--- config.mk ---
export PLATFORM = sky130hd
export DESIGN_NAME = scene_draw_sequencer
export DESIGN_NICKNAME = d
export VERILOG_FILES = /design/src/rtl/scene_draw_pkg.sv /design/src/rtl/scene_draw_sequencer_lowest_bit_select.sv /design/src/rtl/scene_draw_sequencer.sv
export SDC_FILE = /design/constraint.sdc
export NUM_CORES = 1
export LEC_CHECK = 0
export CORE_AREA = 2 2 74 76
export CTS_CLUSTER_DIAMETER = 150
export CTS_CLUSTER_SIZE = 40
export DETAILED_ROUTE_END_ITERATION = 12
export DIE_AREA = 0 0 76 78
export GPL_ROUTABILITY_DRIVEN = 0
export PLACE_DENSITY = 0.83
export SKIP_CTS_REPAIR_TIMING = 1
export SYNTH_ARGS = -nofsm -noshare
export SYNTH_HDL_FRONTEND = slang
export SYNTH_SLANG_ARGS = --single-unit
export TNS_END_PERCENT = 100
--- constraint.sdc ---
create_clock -name clock_all -period 3.7 [get_ports clock_all]
set_clock_uncertainty 0.2 [all_clocks]
set_input_delay 1.11 -clock clock_all [delete_from_list [all_inputs] [get_ports clock_all]]
set_output_delay 1.11 -clock clock_all [all_outputs]
set_load 0.01 [all_outputs]
--- src/rtl/scene_draw_pkg.sv ---
// Shared constants for the scene draw sequencer: state encoding, default widths
// and the drawer slot assignment.
package scene_draw_pkg;

    localparam int unsigned NUM_SPRITES = 4;
    localparam int unsigned X_W         = 9;
    localparam int unsigned Y_W         = 8;
    localparam int unsigned C_W         = 3;

    localparam int unsigned SLOT_TRAINER = 0;
    localparam int unsigned SLOT_POKEMON = 1;
    localparam int unsigned SLOT_HPBAR   = 2;
    localparam int unsigned SLOT_TEXT    = 3;

    localparam logic [2:0] ST_IDLE   = 3'd0;
    localparam logic [2:0] ST_SELECT = 3'd1;
    localparam logic [2:0] ST_ARM    = 3'd2;
    localparam logic [2:0] ST_RUN    = 3'd3;
    localparam logic [2:0] ST_DRAIN  = 3'd4;
    localparam logic [2:0] ST_FINISH = 3'd5;

    typedef enum logic [2:0] {
        S_IDLE   = ST_IDLE,
        S_SELECT = ST_SELECT,
        S_ARM    = ST_ARM,
        S_RUN    = ST_RUN,
        S_DRAIN  = ST_DRAIN,
        S_FINISH = ST_FINISH
    } state_e;

endpackage

--- src/rtl/scene_draw_sequencer_lowest_bit_select.sv ---
// Priority encoder: index of the lowest set request bit, plus a valid flag.
module lowest_bit_select #(
    parameter int unsigned N     = 4,
    parameter int unsigned IDX_W = 2
) (
    input  logic [N-1:0]     req,
    output logic [IDX_W-1:0] idx_c,
    output logic             valid_c
);

    // Scan high to low so the lowest set bit is the last one written.
    always_comb begin
        idx_c   = '0;
        valid_c = 1'b0;
        for (int i = int'(N) - 1; i >= 0; i--) begin
            if (req[i]) begin
                idx_c   = IDX_W'(i);
                valid_c = 1'b1;
            end
        end
    end

endmodule

--- src/rtl/scene_draw_sequencer.sv ---
// Walks a mask of sprite drawers lowest-first, enabling one at a time, and
// merges the active drawer's pixels into a single aligned VGA plot stream.
module scene_draw_sequencer
    import scene_draw_pkg::*;
#(
    parameter int unsigned         NUM_SPRITES   = scene_draw_pkg::NUM_SPRITES,
    parameter int unsigned         X_W           = scene_draw_pkg::X_W,
    parameter int unsigned         Y_W           = scene_draw_pkg::Y_W,
    parameter int unsigned         C_W           = scene_draw_pkg::C_W,
    parameter bit                  TRANSP_EN     = 1'b0,
    parameter logic [C_W-1:0]      TRANSP_COLOUR = '1
) (
    input  logic                       clock_all,
    input  logic                       reset_all,
    input  logic                       start,
    input  logic [NUM_SPRITES-1:0]     sprite_mask,
    input  logic [NUM_SPRITES-1:0]     spr_done,
    input  logic [NUM_SPRITES*X_W-1:0] spr_x,
    input  logic [NUM_SPRITES*Y_W-1:0] spr_y,
    input  logic [NUM_SPRITES*C_W-1:0] spr_colour,
    output logic [NUM_SPRITES-1:0]     spr_enable,
    output logic [NUM_SPRITES-1:0]     spr_reset_n,
    output logic                       plot,
    output logic [X_W-1:0]             out_x,
    output logic [Y_W-1:0]             out_y,
    output logic [C_W-1:0]             out_colour,
    output logic                       busy,
    output logic                       frame_done
);

    localparam int unsigned IDX_W = (NUM_SPRITES > 1) ? $clog2(NUM_SPRITES) : 1;

    state_e                 state;
    logic [NUM_SPRITES-1:0] pending;
    logic [IDX_W-1:0]       idx;
    logic                   v_q;

    logic [IDX_W-1:0]       sel_idx_c;
    logic                   sel_valid_c;
    logic [NUM_SPRITES-1:0] sel_onehot_c;
    logic [NUM_SPRITES-1:0] idx_onehot_c;
    logic [X_W-1:0]         cur_x_c;
    logic [Y_W-1:0]         cur_y_c;
    logic [C_W-1:0]         cur_col_c;
    logic                   cur_done_c;

    lowest_bit_select #(
        .N     (NUM_SPRITES),
        .IDX_W (IDX_W)
    ) u_sel (
        .req     (pending),
        .idx_c   (sel_idx_c),
        .valid_c (sel_valid_c)
    );

    // Active-slot mux and one-hot decodes.
    always_comb begin
        sel_onehot_c = '0;
        idx_onehot_c = '0;
        cur_x_c      = '0;
        cur_y_c      = '0;
        cur_col_c    = '0;
        cur_done_c   = 1'b0;
        sel_onehot_c[sel_idx_c] = 1'b1;
        idx_onehot_c[idx]       = 1'b1;
        for (int unsigned i = 0; i < NUM_SPRITES; i++) begin
            if (IDX_W'(i) == idx) begin
                cur_x_c    = spr_x[i*X_W +: X_W];
                cur_y_c    = spr_y[i*Y_W +: Y_W];
                cur_col_c  = spr_colour[i*C_W +: C_W];
                cur_done_c = spr_done[i];
            end
        end
    end

    // Colour comes straight from the drawer ROM, which already lags x/y by a cycle.
    assign out_colour  = cur_col_c;
    assign plot        = v_q && (!TRANSP_EN || (cur_col_c != TRANSP_COLOUR));
    assign spr_reset_n = {NUM_SPRITES{reset_all}} & ~((state == S_ARM) ? idx_onehot_c : '0);

    always_ff @(posedge clock_all or negedge reset_all) begin
        if (!reset_all) begin
            state      <= S_IDLE;
            pending    <= '0;
            idx        <= '0;
            v_q        <= 1'b0;
            out_x      <= '0;
            out_y      <= '0;
            spr_enable <= '0;
            busy       <= 1'b0;
            frame_done <= 1'b0;
        end else begin
            v_q        <= 1'b0;
            frame_done <= 1'b0;
            case (state)
                S_IDLE: begin
                    if (start) begin
                        pending <= sprite_mask;
                        busy    <= 1'b1;
                        state   <= S_SELECT;
                    end
                end
                S_SELECT: begin
                    if (!sel_valid_c) begin
                        frame_done <= 1'b1;
                        state      <= S_FINISH;
                    end else begin
                        idx     <= sel_idx_c;
                        pending <= pending & ~sel_onehot_c;
                        state   <= S_ARM;
                    end
                end
                S_ARM: begin
                    spr_enable <= idx_onehot_c;
                    state      <= S_RUN;
                end
                S_RUN: begin
                    out_x <= cur_x_c;
                    out_y <= cur_y_c;
                    v_q   <= 1'b1;
                    if (cur_done_c) begin
                        spr_enable <= '0;
                        state      <= S_DRAIN;
                    end
                end
                S_DRAIN: begin
                    state <= S_SELECT;
                end
                S_FINISH: begin
                    busy  <= 1'b0;
                    state <= S_IDLE;
                end
                default: begin
                    spr_enable <= '0;
                    busy       <= 1'b0;
                    state      <= S_IDLE;
                end
            endcase
        end
    end

endmodule

==> results.toml, run 1 <==
[synthesis]
netlist_area_um2 = 1970
netlist-cell-type-count = 36
synth_edf_count = 0
avgSynthCellArea_um2 = 14.3
syn_nets = 229
syn_inst = 138
ys_seq_elements = 33
ys_seq_area_share_pct = 41.8
ys_warn_count = 0
synthFlopType = "dfrtp_1"
ys_async_sr_fraction_pct = 100

[worst_setup_path]
critPathLaunchType = "input port"
crit_fanout = 1
endpoint_kind = "primary output"
critical_path_arrival_ns = 2.17
worstPathRequired_ns = 2.39
crit_type = "in2out"

[sta]
timing.final.ws_setup_ns = 0.222
rsz0062_at_grt = "no"
drv_slew = 0
whs_ns = 0.282
fin_crit_sh_pct = 94.0
slew_headroom_pct = 34.7
setup_tns_ns = 0
min_period_ns = 3.48
hold_viol_final = 0
setup_viol = 0
max_freq_mhz = 287
tightest_slew_ns = 0.977

[power_and_ir_drop]
clkPwrFrac_pct = 11.8
combPwrFrac_pct = 56.2
p_leak_nw = 1.35
switchingPower_uw = 723
power_density_nw_per_um2 = 643
finalPower_mw = 2.13
internal_power_mw = 1.41
ir_worst_vdd_mv = 0.326
p_sw_share_pct = 33.9
power_frac_seq_pct = 32.0

[clock_network]
cts_inserted_buffers = 5
ctsLongestPathBuffers = 2
cts_root_buf = "clkbuf_8"
cts_tree = "done"
clkLatencyLatePin_ns = 0.27
cts.htree.levels = 2
path_clk_slew_ns = 0.07
cts.sinks = 33

[layout]
antennaDiodeCount = 0
fillCellCount = 402
syn2layout_area_growth_pct = 68.0
seqCellArea_um2 = 826
final_cells = 333
multi_input_area_um2 = 1020
nNetsFinal = 353
post-route-util_pct = 65.8
design_area_um2 = 3320
drive_gt1_share_pct = 22.1

[routing]
vias = 1708
dr.pass1.iters = 4
avgRoutedWirePerCell_um = 15.3
viasPerCell = 5.13
ant_nets = 0
finalWirelength_mm = 5.10
drt_iter0_markers = 103
drc = 0

[grt]
grt_pass1_vias = 1807
grt_max_degree = 21
grt_pass1_wl_mm = 8.29
grtUsageTotal_pct = 17.6
antenna_found_initial = 0
grt_overflow_total = 0

[die]
rows = 26
coreArea_um2 = 5040
fp.dieH_um = 78
initial_core_util_pct = 39.2
die_x_um = 76
io_pins = 122
die_area_um2 = 5930

[run_status]
outcome = "finished, final reports clean"

[place]
portBuffers = 121
dp.cells = 325
place_ws_ns = -0.106
placed_area_um2 = 3230
dpl.hpwl_mm = 4.32

[worst_hold_path]
hold_path.class = "reg2reg"

[run]
cap_violations = 0
power by group through the flow:
stage,logic (mW),registers (mW),clock network (mW)
2_1_floorplan,0.730,0.683,0
3_3_place_gp,1.20,0.676,0
3_5_place_dp,1.22,0.688,0
4_1_cts,1.23,0.684,0.261
5_1_grt,1.29,0.712,0.269
6_report,1.20,0.682,0.252
worst max-delay path, stage by stage:
cell,delay (ns)
clkdlybuf4s50_1,0.42
mux4_2,0.45
dlymetal6s2s_1,0.18
sequential cells by signal, summed over array words and instances (netlist names):
signal and cells:
pending 4, idx 2, spr_enable 4, busy 1, plot 1, out_y 8, out_x 9, frame_done 1
state 3
area by class of cell:
type | instances | area share (%)
inverters | 7 | 0.792
multi-input cells | 86 | 30.9
well taps | 70 | 2.64
clock buffers | 8 | 2.41
flip-flops and latches | 33 | 24.9
repair buffers | 129 | 38.4
cell families (layout without fill, tap and decap cells):
family	count (synthesis)	after routing	synth area share (%)
AND/OR/NAND/NOR	26	26	9.57
AO/OA/AOI/OAI	19	19	7.10
flip-flops	33	33	41.8
multiplexers	41	41	35.2
buffers and inverters	19	144	6.34
Yosys cell counts, types with 2 or more instances:
master	count	share of area [%]
clkbuf_1	2	0.38
inv_1	7	1.3
mux2i_1	3	1.5
a22o_1	3	1.3
nor2b_1	2	0.63
a21oi_1	3	0.76
a21o_1	3	1.1
nand2_1	2	0.38
and2_1	2	0.63
mux2_2	17	9.7
nor2_1	7	1.3
dfrtp_1	33	42
mux4_2	21	24
buf_2	4	1.0
o21ai_0	3	0.76
buf_6	5	2.9
o21a_1	2	0.76
layout by cell type (no fill, tap or decap), types with 2 or more instances in the layout:
master	instances
clkdlybuf4s50_1	117
dfrtp_1	33
mux4_2	21
mux2_2	17
buf_4	8
inv_1	7
nor2_1	7
clkbuf_8	5
o21ai_0	3
a21oi_1	3
a21o_1	3
mux2i_1	3
a22o_1	3
clkbuf_1	3
dlymetal6s2s_1	3
nor2b_1	2
and2_1	2
o21a_1	2
nand2_1	2
routing by layer:
metal / global-route usage, % / up-vias / wire [um]
met1: 17.9 / 836 / 1750
met2: 33.9 / 83 / 2830
met3: 6.28 / 7 / 466
met5: 0 / - / 0
met4: 4.91 / 0 / 57
li1: - / 782 / -
final timing paths:
path | cells after the start | endpoint | slack (ns) | from
max in group asynchronous | 2 | out_x[5] | 2.30 | reset_all
min in group asynchronous | 1 | busy | 0.50 | reset_all
worst min-delay path | 1 | spr_enable[2] | 0.28 | spr_enable[2]
worst max-delay path | 3 | out_colour[1] | 0.22 | spr_colour[7]
worst max register to register | 3 | spr_enable[2] | 1.46 | state[2]
worst min register to register | 1 | spr_enable[2] | 0.28 | spr_enable[2]
No activity file was read; power rests on OpenSTA's default activity.
==> run 2, diff against run 1 <==
--- a/config.mk
+++ b/config.mk
@@ -6,7 +6,7 @@
 export NUM_CORES = 1
 export LEC_CHECK = 0
 export CORE_AREA = 2 2 74 76
-export CTS_CLUSTER_DIAMETER = 150
+export CTS_CLUSTER_DIAMETER = 50
 export CTS_CLUSTER_SIZE = 40
 export DETAILED_ROUTE_END_ITERATION = 12
 export DIE_AREA = 0 0 76 78
==> results of run 2 <==
No change in the layout: final DEF, timing and power equal those of run 1.
